`config.mk`:
```
export PLATFORM = sky130hd
export DESIGN_NAME = hs32_prefetch_q
export DESIGN_NICKNAME = d
export VERILOG_FILES = /design/src/rtl/hs32_pkg.sv /design/src/rtl/hs32_pf_fifo.sv /design/src/rtl/hs32_prefetch_q.sv
export SDC_FILE = /design/constraint.sdc
export NUM_CORES = 1
export LEC_CHECK = 0
export BUFFER_PORTS_ARGS = -buffer_cell sky130_fd_sc_hd__buf_2
export CAP_MARGIN = 25
export CORE_UTILIZATION = 60
export DETAILED_ROUTE_END_ITERATION = 10
export PLACE_DENSITY_LB_ADDON = 0.2
export SETUP_SLACK_MARGIN = 0.05
export SLEW_MARGIN = 20
export SYNTH_ARGS = -nofsm -noshare
export SYNTH_HDL_FRONTEND = slang
export SYNTH_SLANG_ARGS = --single-unit
export TNS_END_PERCENT = 10
```
`constraint.sdc`:
```
create_clock -name clk -period 6.2 [get_ports clk]
set_input_delay 0.62 -clock clk [delete_from_list [all_inputs] [get_ports clk]]
set_output_delay 0.62 -clock clk [all_outputs]
set_load 0.05 [all_outputs]
```
`src/rtl/hs32_pkg.sv`:
```
// Shared HS32 constants used by the front-end blocks.
package hs32_pkg;

    localparam logic [31:0] INSN_BYTES       = 32'd4;
    localparam logic [31:0] DEFAULT_RESET_PC = 32'h0000_0000;

endpackage

```
`src/rtl/hs32_pf_fifo.sv`:
```
// Prefetch queue storage: one write port, one asynchronous read port, no reset.
module hs32_pf_fifo #(
    parameter int DEPTH_LOG2 = 2
) (
    input  logic                  clk,
    input  logic                  we,
    input  logic [DEPTH_LOG2-1:0] waddr,
    input  logic [63:0]           wdata,
    input  logic [DEPTH_LOG2-1:0] raddr,
    output logic [63:0]           rdata
);

    logic [63:0] mem [1 << DEPTH_LOG2];

    always_ff @(posedge clk) begin
        if (we) begin
            mem[waddr] <= wdata;
        end
    end

    assign rdata = mem[raddr];

endmodule

```
`src/rtl/hs32_prefetch_q.sv`:
```
// HS32 instruction prefetch queue: issues in-order fetches, buffers returned
// words with their addresses, and discards responses that belong to a redirect.
module hs32_prefetch_q
    import hs32_pkg::*;
#(
    parameter int          DEPTH_LOG2 = 2,
    parameter int          MAX_OUT    = 2,
    parameter logic [31:0] RESET_PC   = DEFAULT_RESET_PC
) (
    input  logic                  clk,
    input  logic                  reset,
    output logic [31:0]           addr,
    output logic                  reqm,
    input  logic                  ackm,
    input  logic [31:0]           dtr,
    input  logic                  rdym,
    output logic [31:0]           instd,
    output logic [31:0]           pcd,
    output logic                  rdyd,
    input  logic                  reqd,
    input  logic [31:0]           newpc,
    input  logic                  flush,
    output logic [DEPTH_LOG2:0]   level
);

    localparam int DEPTH  = 1 << DEPTH_LOG2;
    localparam int OUT_W  = $clog2(MAX_OUT + 1);
    localparam int DROP_W = $clog2(2 * MAX_OUT + 1);

    localparam logic [DEPTH_LOG2:0] PTR_ONE  = 1;
    localparam logic [OUT_W-1:0]    OUT_ONE  = 1;
    localparam logic [DROP_W-1:0]   DROP_ONE = 1;

    logic [31:0]         pc;
    logic [31:0]         ret_pc;
    logic [31:0]         target;
    logic [DEPTH_LOG2:0] wp;
    logic [DEPTH_LOG2:0] rp;
    logic [DEPTH_LOG2:0] fill;
    logic [OUT_W-1:0]    outst;
    logic [DROP_W-1:0]   drop;
    logic                accept;
    logic                keep;
    logic                take;
    logic [63:0]         head;

    assign fill   = wp - rp;
    assign target = newpc & ~(INSN_BYTES - 32'd1);

    // Room is reserved for every in-flight request so a returning word always has a slot.
    assign reqm = reset & ~flush
                  & ((32'(fill) + 32'(outst)) < 32'(DEPTH))
                  & (32'(outst) < 32'(MAX_OUT));

    assign accept = reqm & ackm;
    assign keep   = reset & ~flush & rdym & (drop == '0);
    assign rdyd   = reset & (fill != '0);
    assign take   = reqd & rdyd & ~flush;
    assign level  = reset ? fill : '0;
    assign addr   = pc;
    assign instd  = head[31:0];
    assign pcd    = head[63:32];

    always_ff @(posedge clk) begin
        if (!reset) begin
            pc     <= RESET_PC;
            ret_pc <= RESET_PC;
            wp     <= '0;
            rp     <= '0;
            outst  <= '0;
            drop   <= '0;
        end else if (flush) begin
            // Everything still in flight, minus a word arriving right now, becomes stale.
            pc     <= target;
            ret_pc <= target;
            wp     <= '0;
            rp     <= '0;
            outst  <= '0;
            drop   <= drop + DROP_W'(outst) - DROP_W'(rdym);
        end else begin
            if (accept) begin
                pc <= pc + INSN_BYTES;
            end
            if (keep) begin
                wp     <= wp + PTR_ONE;
                ret_pc <= ret_pc + INSN_BYTES;
            end
            if (rdym && (drop != '0)) begin
                drop <= drop - DROP_ONE;
            end
            if (take) begin
                rp <= rp + PTR_ONE;
            end
            case ({accept, keep})
                2'b10:   outst <= outst + OUT_ONE;
                2'b01:   outst <= outst - OUT_ONE;
                default: outst <= outst;
            endcase
        end
    end

    hs32_pf_fifo #(
        .DEPTH_LOG2 (DEPTH_LOG2)
    ) u_fifo (
        .clk   (clk),
        .we    (keep),
        .waddr (wp[DEPTH_LOG2-1:0]),
        .wdata ({ret_pc, dtr}),
        .raddr (rp[DEPTH_LOG2-1:0]),
        .rdata (head)
    );

endmodule

```
==> flow_summary_export.csv <==
group,metric,value,unit
pwr,p_leak,5.17,nW
place,place_congestion,0.865,
job,drv_cap,0,
global_routing,antenna_found_initial,0,
critical_path,slowest_delay,0.77,ns
critical_path,path_cells,"inv_1 -> ha_1 -> inv_1 -> fa_1 -> ha_1 -> nor4b_1 -> and4_1 -> inv_2 -> or3_1 -> or3_1 -> a31oi_1",
pwr,seq_power_share,0.514,
critical_path,crit_path_end_kind,"register",
hold_path,hold_class,"in -> reg",
route,drc_errors,0,
layout,utilization,0.716,
layout,drive_gt1_frac,0.282,
route,first_pass_iters,5,
pwr,power_density,314,nW/um^2
critical_path,start_kind,"register",
logic_synthesis,ys_seq_area_frac,0.683,
clocking,cts_tree,"built",
critical_path,cp_max_fo,22,
logic_synthesis,yosysUniqueCellTypes,57,
logic_synthesis,synth_ff_type,"edfxtp_1",
critical_path,r2r_cells,11,
critical_path,cp.arrival,4.33,ns
floorplanning,core,21200,sq um
layout,layout.nets,1102,
place,dp_cells,1254,
logic_synthesis,syn_area_per_cell,15.4,sq um
critical_path,critPathSlowestCell,"and4_1",
logic_synthesis,async_reset_ff_frac,0,
hold_path,hold_depth,1,
logic_synthesis,syn_inst,846,
pwr,p_sw_frac,0.239,
sta,max-slew-margin-rel,0.374,
pwr,comb_power_share,0.094,
global_routing,grt_pass1_wl,40.1,mm
logic_synthesis,synth-edff-count,248,
layout,area_delta_synth_final,16.0,%
layout,antennaDiodeCount,0,
critical_path,r2r-start,"wp[0]",
clocking,clk_pin_slew_worst_paths,0.06,ns
critical_path,cp.required,6.60,ns
sta,finalClockSkew,0.00953,ns
critical_path,crit_type,"reg -> reg",
sta,period_share,0.635,
logic_synthesis,synthTopCellsByCount,"edfxtp_1, dfxtp_1, mux4_2, nand2_1, o21ai_0",
sta,rsz0062_at_grt,"false",
pwr,irDropWorstVdd,0.189,mV
sta,worst_hold_slack,0.339,ns
clocking,clockBufferDepth,3,
global_routing,grt_usage,0.235,
logic_synthesis,syn_area,13100,sq um
logic_synthesis,ys_ff_latch,321,
hold_path,hp-start,"dtr[0]",
clocking,root_buffer,"clkbuf_16",
logic_synthesis,synth.most_common_cell,"edfxtp_1",
route,num_vias,7854,
clocking,ctsHoldBuffers,0,
outcome,outcome,"finished, final reports clean",
route,wire_per_inst,19.7,um
clocking,post_cts_resized,0,
clocking,post_cts_buffers,0,
clocking,cts_buffers,34,
floorplanning,rows,53,
floorplanning,die_h,149,um
global_routing,first_global_vias,7538,
sta,fmax,0.254,GHz
floorplanning,fp.dieW,149,um
floorplanning,start_util,0.617,
sta,final.setup.tns,0,ns
sta,tightest_slew,0.939,ns
layout,fill_cells,1363,
global_routing,gr-total-overflow,0,
clocking,cts_sinks,321,
logic_synthesis,synth_top_cell_area_share,0.571,
floorplanning,die_area,22300,sq um
critical_path,rr_endpoint,"addr[28]",
pwr,internal_power,3.62,mW
place,place_hpwl,16.0,mm
critical_path,rrSetupSlack,2.26,ns
logic_synthesis,synth_top_area_cell,"edfxtp_1",
floorplanning,ios,171,
global_routing,grt_max_degree,63,
place,port_buffers,164,
route,viasPerCell,5.99,
route,drt-initial-drc-count,594,
layout,stdcell_count,1311,
logic_synthesis,ys_warn_count,0,
route,routed_wl,25.8,mm
route,detail-route-antenna-nets,0,
sta,setup-violations-final,0,
clocking,htree_num_levels,2,
logic_synthesis,synth_area_leaders,"edfxtp_1, dfxtp_1, mux4_2",
pwr,clkPwrFrac,0.392,
clocking,worstSkewPairLatency,0.49,ns
sta,hold_violations,0,
sta,drv_slew,0,
sta,timing.final.crit_period,3.94,ns
hold_path,whs_endpoint,"u_fifo.mem[0][0]",
pwr,p_sw,1.13,mW
-- cell families (layout without fill, tap and decap cells) --
group / count (synthesis) / count (layout) / share of synthesized area
simple gates: 207 / 207 / 0.0830
fa+ha+maj: 17 / 17 / 0.0174
flops: 321 / 321 / 0.683
mux: 63 / 63 / 0.108
xor+xnor: 32 / 32 / 0.0226
other cells: 1 / 4 / 0.000287
compound gates: 141 / 141 / 0.0662
buf+inv: 64 / 251 / 0.0200
-- cell type report --
| cell class | count | area (sq um) | area share |
|---|---|---|---|
| inverter | 22 | 82.6 | 0.00546 |
| multi-input combinational | 464 | 3900 | 0.258 |
| tap | 275 | 344 | 0.0227 |
| clock inverter | 12 | 82.6 | 0.00546 |
| timing repair buffer | 172 | 881 | 0.0582 |
| sequential | 321 | 8910 | 0.589 |
| clock buffer | 45 | 935 | 0.0617 |
-- layer usage --
layer	routed length, um	track usage	vias up
li1	-	-	3651
met1	11000	0.330	3882
met2	12600	0.384	285
met3	1810	0.0399	36
met4	397	0.0607	0
met5	0	0	-
-- power groups by stage --
stage          Combinational (mW)  Sequential, mW  Clock (mW)
2_1_floorplan               0.302            2.51           0
3_3_place_gp                0.442            2.48           0
3_5_place_dp                0.448            2.49           0
4_1_cts                     0.451            2.44        1.89
5_1_grt                     0.482            2.45        1.97
6_report                    0.447            2.44        1.86
-- layout by cell type (no fill, tap or decap), types with 7 or more instances in the layout --
cell	Yosys	layout
edfxtp_1	248	248
buf_2	2	164
dfxtp_1	73	71
mux4_2	62	62
nand2_1	61	61
o21ai_0	41	41
a21oi_1	37	37
clkbuf_16	0	35
nor2_1	27	27
nand3_1	25	25
a31oi_1	21	21
inv_1	20	19
xnor2_1	16	16
nand4_1	16	16
xor2_1	15	15
ha_1	15	15
or3_1	12	12
nor3_1	10	10
and2_1	9	9
nor4_1	9	9
o21a_1	8	8
o211ai_1	8	8
buf_4	5	8
and4_1	7	7
clkinv_1	1	7
clkbuf_1	27	7
-- sequential cells by signal (all words and copies together) (netlist names), named ones only --
signal / count
drop: 3
outst: 2
rp: 3
addr: 30
wp: 3
u_fifo.mem: 248
ret_pc: 30
-- metrics by stage --
step | area [sq um] | worst slack (ns) | power [mW]
detailed placement | 14100 | 2.29 | 2.94
finish | 15100 | 2.26 | 4.75
CTS | 15100 | 2.31 | 4.79
floorplan | 13100 | 3.09 | 2.81
global placement | 14100 | 2.38 | 2.93
global route | 15100 | 2.03 | 4.91
-- critical path: cells and delay by family, from the launching register on --
kind,cells,cell delay (ns)
and+or+nand+nor,4,1.93
adders and majority gates,3,0.86
buffers and inverters,3,0.49
DFF,1,0.38
AOI/OAI and AO/OA,1,0.16
-- worst max path at each step --
stage | startpoint | end | slack [ns] | depth (start not counted)
floorplan | rdym | u_fifo.mem[3][0] | 3.09 | 3
global placement | wp[0] | addr[28] | 2.38 | 11
detailed placement | wp[0] | addr[28] | 2.29 | 11
CTS | wp[0] | addr[28] | 2.31 | 11
global route | wp[0] | addr[28] | 2.03 | 11
finish | wp[0] | addr[28] | 2.26 | 11
Note: power is estimated with default switching activity, not from simulation.
